File: config.mk
export PLATFORM = sky130hd
export DESIGN_NAME = led_wr_arbiter
export DESIGN_NICKNAME = d
export VERILOG_FILES = /design/src/rtl/led_wr_arbiter.sv
export SDC_FILE = /design/constraint.sdc
export NUM_CORES = 1
export LEC_CHECK = 0
export BUFFER_PORTS_ARGS = -buffer_cell sky130_fd_sc_hd__clkbuf_2
export CAP_MARGIN = 20
export CORE_MARGIN = 8
export CORE_UTILIZATION = 51
export DETAILED_ROUTE_END_ITERATION = 8
export PLACE_DENSITY = 0.79
export SLEW_MARGIN = 25
export SYNTH_ARGS = -nofsm -noshare
export SYNTH_HDL_FRONTEND = slang
export SYNTH_SLANG_ARGS = --single-unit
File: constraint.sdc
create_clock -name clk -period 1.6 [get_ports clk]
set_input_delay 0.08 -clock clk [delete_from_list [all_inputs] [get_ports clk]]
set_output_delay 0.08 -clock clk [all_outputs]
set_load 0.05 [all_outputs]
File: src/rtl/led_wr_arbiter.sv
// led_wr_arbiter: arbitrates two writers onto the LED frame-buffer RAM's edge-triggered write port
// Optional feature: define LED_WR_ARB_RR_EN for round-robin arbitration (default fixed priority, req0 first)
module led_wr_arbiter #(
   parameter int WE_HI_CYC = 2,
   parameter int GAP_CYC   = 1
) (
   input  logic       clk,
   input  logic       rst_n,
   input  logic       state,
   input  logic       req0_valid,
   input  logic [2:0] req0_row,
   input  logic [2:0] req0_col,
   input  logic [3:0] req0_data,
   output logic       req0_ready,
   input  logic       req1_valid,
   input  logic [2:0] req1_row,
   input  logic [2:0] req1_col,
   input  logic [3:0] req1_data,
   output logic       req1_ready,
   output logic       ram_we,
   output logic [7:0] ram_addr_row,
   output logic [7:0] ram_addr_col,
   output logic [3:0] ram_data,
   output logic       busy,
   output logic       grant_id,
   output logic       done
);
   typedef enum logic [1:0] {IDLE, SETUP, WE_HI, WE_LO} st_t;
   st_t st, nxt;
   logic [7:0] cnt;
   logic last_grant, state_q, g0, g1, acc;
   logic unused_ok;
   // the RAM clears itself on a mode change, so the tracked mode never alters the write path
   assign unused_ok = state ^ state_q ^ last_grant;
   // pick a requester; the choice only takes effect when an accept happens
   always_comb begin
`ifdef LED_WR_ARB_RR_EN
      g1 = req1_valid && (!req0_valid || !last_grant);
`else
      g1 = req1_valid && !req0_valid;
`endif
      g0 = req0_valid && !g1;
      acc = rst_n && st == IDLE && (g0 || g1);
   end
   // state register with per-state cycle counter
   always_ff @(posedge clk) begin
      if (!rst_n) begin
         st <= IDLE;
         cnt <= '0;
      end else begin
         st <= nxt;
         cnt <= (st != nxt) ? '0 : cnt + 8'd1;
      end
   end
   // next-state sequencing: SETUP, we high, we low gap, back to IDLE
   always_comb begin
      nxt = st;
      case (st)
         IDLE:  nxt = acc ? SETUP : IDLE;
         SETUP: nxt = WE_HI;
         WE_HI: nxt = (cnt == 8'(WE_HI_CYC - 1)) ? WE_LO : WE_HI;
         WE_LO: nxt = (cnt == 8'(GAP_CYC - 1)) ? IDLE : WE_LO;
         default: nxt = IDLE;
      endcase
   end
   // registered RAM drive: payload captured at accept, we follows the FSM one edge ahead
   always_ff @(posedge clk) begin
      if (!rst_n) begin
         ram_we <= 1'b0;
         ram_addr_row <= '0;
         ram_addr_col <= '0;
         ram_data <= '0;
         grant_id <= 1'b0;
         last_grant <= 1'b1;
         state_q <= state;
      end else begin
         ram_we <= nxt == WE_HI;
         state_q <= state;
         if (acc) begin
            ram_addr_row <= 8'b1 << (g1 ? req1_row : req0_row);
            ram_addr_col <= 8'b1 << (g1 ? req1_col : req0_col);
            ram_data <= g1 ? req1_data : req0_data;
            grant_id <= g1;
            last_grant <= g1;
         end
      end
   end
   // status and handshake outputs
   always_comb begin
      busy = st != IDLE;
      done = st == WE_LO && cnt == '0;
      req0_ready = acc && g0;
      req1_ready = acc && g1;
   end
endmodule
* Yosys cells after proc, flatten, opt, wreduce, memory -nomap -nowiden *
Index checks and enable logic that the tools add are counted.

word-level totals
  output and inout port bits = 26
  memory bits (read-only) = 0
  bits in writable memories = 0
  latch bits = 0
  memories kept = 0
  logic and storage cells = 38
  input port bits = 25
  flip-flop bits (word level) = 32

operators by class
  shifts and indexed selects = 2
  multipliers = 0
  magnitude comparators = 0
  equal/unequal tests = 6
  add/subtract/negate cells = 1
  div/mod/pow operators = 0
  bitwise operators = 1
  reductions and logical operators = 14
  mux-type cells = 7

operator list
  cell                   count
  $shl A1 B3 Y8 const A  2
  $add A8 B1 Y8 const B  1
  $eq A8 B1 Y1 const B   1
  $logic_not A8 Y1       1
  $pmux W2 S4            1
  $logic_and A1 B1 Y1    7
  $eq A2 B2 Y1 const B   3
  $mux W3                2
  $mux W4                1
  $eq A2 B1 Y1 const B   1
  $logic_not A1 Y1       2
  $logic_not A2 Y1       1
  $mux W1                2
  $mux W2                1
  $ne A2 B2 Y1           1
  $reduce_bool A2 Y1     1
  $reduce_or A2 Y1       1
  $logic_or A1 B1 Y1     1
  $not A1 Y1             1

* Longest topological paths before layout *
  word-level depth = 10
  depth in mapped cells = 6
  mapped depth without buffers = 5

* Least setup slack after synthesis *
Ideal clock, no wire load.

  kind = reg2out
  start point = reg st[0]
  end point = out req1_ready
  data required time = 1.520 ns
  stages on the path, launching flop included = 6
  path buffers = 2
  path slack = -0.028 ns
  arrival time = 1.548 ns
  path through = dfxtp_1 -> buf_2 -> nor2_8 -> nand3_4 -> buf_6 -> nor2_1

on the way
  longest elaborated chain between the ends = 4

RTL lines
  item                               line  RTL
  from (decl)                        29    st_t st, nxt;
  from (signal assigned)             51    st <= nxt;
  $logic_not A2 Y1                   43    acc = rst_n && st == IDLE && (g0 || g1);
  $logic_and A1 B1 Y1 (2 in series)  43
  $logic_and A1 B1 Y1                93    req1_ready = acc && g1;
  to (decl)                          19    output logic req1_ready,

Every way passes these cells.

* Worst setup path in the final report *
  start point = reg cnt[3]
  end point = out done

on the way
  longest elaborated chain between the ends = 2

RTL lines
  item                    line  RTL
  from (decl)             30    logic [7:0] cnt;
  from (signal assigned)  52    cnt <= (st != nxt) ? '0 : cnt + 8'd1;
  $logic_not A8 Y1        91    done = st == WE_LO && cnt == '0;
  $logic_and A1 B1 Y1     91
  to (decl)               26    output logic done

Every way passes these cells.

==> flow_metrics.env <==
export IMPL_power_frac_seq_pct=46.7
export IMPL_p_per_area_mw_per_mm2=891
export IMPL_synth_top_area_cell="dfxtp_1"
export IMPL_r2r_cells=5
export IMPL_crit_slowest_cell="dfxtp_1"
export IMPL_path_class="reg2out"
export IMPL_portBuffers=49
export IMPL_die_area_mm2=0.00539
export IMPL_clock_skew_ns=0.0101
export IMPL_h_tree_depth=2
export IMPL_area_growth_pct=24.7
export IMPL_grt_max_degree=19
export IMPL_synth_seq_cells=32
export IMPL_grt_total_usage_pct=16.0
export IMPL_dieHeight_um=73.4
export IMPL_avgRoutedWirePerCell_um=15.4
export IMPL_syn_cell_area_mm2=0.00168
export IMPL_peakVddDrop_uv=454
export IMPL_start_util_pct=51.6
export IMPL_drv_slew=0
export IMPL_finalNonFillerCells=277
export IMPL_drv_cap=0
export IMPL_drc=0
export IMPL_place_ws_ns=0.0581
export IMPL_hold_path_class="in2reg"
export IMPL_total_power_w=0.00187
export IMPL_synth_top_area_share_pct=38.1
export IMPL_cts_buffers_inserted=5
export IMPL_worst_slack_ns=0.0537
export IMPL_dp_hpwl_um=3150
export IMPL_finalCriticalPeriod_ns=1.55
export IMPL_crit_path_end_kind="output port"
export IMPL_yosysSeqAreaShare_pct=38.1
export IMPL_max_stage_delay_ns=0.39
export IMPL_synthTopCellsByArea="dfxtp_1 38%, o41ai_1 8.3%, o211ai_1 7.1%"
export IMPL_wirelength_um=4280
export IMPL_cp_max_fo=5
export IMPL_design_core_area_mm2=0.00326
export IMPL_whs_path_depth=3
export IMPL_p_clk_share_pct=25.5
export IMPL_layout_drive_gt1_share_pct=35.5
export IMPL_io_pins=51
export IMPL_worst_slew_pin_slew_ns=0.733
export IMPL_cts_root_buf="clkbuf_4"
export IMPL_syn_inst=175
export IMPL_critPathLaunchType="flop"
export IMPL_antennaDiodeCount=0
export IMPL_fin_area_mm2=0.00210
export IMPL_combPwrFrac_pct=27.8
export IMPL_vias=1645
export IMPL_fp_dieW_um=73.4
export IMPL_worst_ep_arrival_time_ns=1.47
export IMPL_dr_pass1_iters=4
export IMPL_crit_chain="nor4_4, nand2_1, nor2_1, clkbuf_4"
export IMPL_syn_num_nets=203
export IMPL_post_dp_cell_area_mm2=0.00197
export IMPL_drt_iter0_markers=89
export IMPL_required_ns=1.52
export IMPL_cellInternalPower_w=0.00123
export IMPL_synth_cell_types=42
export IMPL_cts_buffer_depth=2
export IMPL_clock_latency_ns=0.32
export IMPL_clk_pin_slew_ns=0.10
export IMPL_cts_hold_buf=0
export IMPL_final_setup_viol_count=0
export IMPL_yosysWarnings=0
export IMPL_run_status="finished, final reports clean"
export IMPL_rsz0062_at_grt="no"
export IMPL_first_global_vias=1535
export IMPL_p_sw_w=0.000644
export IMPL_report_final_hold_viol_count=0
export IMPL_grt_pass1_wl_um=6870
export IMPL_dp_cells=264
export IMPL_detail_route_antenna_nets=0
export IMPL_cts_tree="built"
export IMPL_synth_avg_cell_area_um2=9.61
export IMPL_switching_share_pct=34.4
export IMPL_timing_final_crit_share_pct=96.6
export IMPL_place_gp_congestion=0.788
export IMPL_clkSinkCount=32
export IMPL_nets=258
export IMPL_max_freq_mhz=647
export IMPL_finalSetupTns_ns=0
export IMPL_leakagePower_nw=0.875
export IMPL_relSlewSlack_pct=51.1
export IMPL_row_count=21
export IMPL_viasPerCell=5.94
export IMPL_antenna_found_initial=0
export IMPL_grt_overflow=0
-- Yosys cell counts (all sizes together) --
library cell,n
or2,1
and4b,2
dfxtp,32
nor2,5
mux2,2
o211ai,16
o221ai,1
nand3,8
o21a,1
mux2i,6
or3,4
nand2b,2
a21boi,1
nand2,3
a31oi,14
a22oi,3
nor3,1
nand4,1
a211oi,5
buf,7
nor4b,2
a21oi,5
ha,3
a311o,1
xor2,2
and3,2
a311oi,1
nor2b,1
nor4bb,5
o41ai,16
xnor2,1
nor4,1
clkbuf,7
o21ai,3
inv,10
-- critical path, delay by kind of cell (launching register included) --
family / cells / cell delay (ns)
buf+inv: 1 / 0.24
flops: 1 / 0.39
simple gates: 3 / 0.51
-- registers in the layout (all words and copies together), names as in the netlist --
register	flops
cnt	8
grant_id	1
ram_addr_col	8
ram_addr_row	8
ram_data	4
ram_we	1
st	2
-- worst paths after layout --
kind / slack [ns] / from / endpoint
min reg2reg: 0.44 / cnt[0] / cnt[0]
max reg2reg: 0.15 / cnt[0] / cnt[7]
max: 0.05 / cnt[3] / done
min: 0.08 / req1_data[0] / ram_data[0]
-- cells in the final DEF (no fill, tap or decap), types with 2 or more instances in the layout --
cell type,synthesis,final
nor2_1,3,2
nor4bb_1,5,4
dfxtp_2,0,2
a31oi_1,13,13
clkbuf_2,0,45
nand2b_1,2,2
nor2_2,1,2
a22oi_1,3,2
mux2i_1,6,6
and4b_1,2,2
and3_1,2,2
a21oi_1,5,5
o21ai_0,3,3
o41ai_1,16,16
clkbuf_4,0,8
or3_1,4,4
buf_4,1,13
a211oi_1,5,5
ha_1,3,3
nor4b_1,2,2
clkbuf_1,7,2
nand2_1,3,3
xor2_1,2,2
o211ai_1,16,16
mux2_4,2,2
dfxtp_1,32,30
nand3_1,7,7
inv_1,9,9
-- what timing repair did --
action	4_1_cts	5_1_grt
setup endpoints to repair	3	5
resized for setup	5	5
buffers inserted	5	0
pin swaps	2	1
endpoints found under the hold margin	0	0
-- through the flow --
stage          hold slack (ns)  utilization [%]
3_3_place_gp             0.420             60.5
4_1_cts                 0.0708             63.9
3_5_place_dp             0.425             60.5
5_1_grt                 0.0754             64.4
6_report                0.0787             64.4
2_1_floorplan            0.315                -
-- power by group through the flow --
stage          clock, W  combinational [W]  sequential [W]
2_1_floorplan         0           0.000272        0.000969
3_3_place_gp          0           0.000478        0.000886
3_5_place_dp          0           0.000482        0.000888
4_1_cts        0.000487           0.000512        0.000871
5_1_grt        0.000526           0.000559        0.000879
6_report       0.000477           0.000520        0.000872
-- kinds of logic after synthesis --
group / after synthesis / share of synthesized area, %
AND/OR/NAND/NOR: 38 / 16.4
XOR/XNOR: 3 / 1.56
multiplexers: 8 / 5.36
adder cells (fa/ha/maj): 3 / 2.23
AO/OA/AOI/OAI: 67 / 29.6
flip-flops: 32 / 38.1
buffers and inverters: 24 / 6.77
-- routing by layer --
metal  part of all wire, %  GRT usage (%)  vias up  wire length, µm
met2                    48           25.7       55             2060
li1                      -              -      812                -
met1                    44           19.8      773             1900
met5                     0              0        -                0
met3                   6.8           5.59        5              289
met4                  0.73           3.99        0               31
-- final cells by class --
cell class                 count  area [µm²]
fill                         289        1160
multi-input combinational    119         950
sequential                    32         643
clock buffer                   8        58.8
tap                           46        57.6
timing repair buffer          62         350
inverter                      10        37.5
Power figures use the tool's default switching activity.
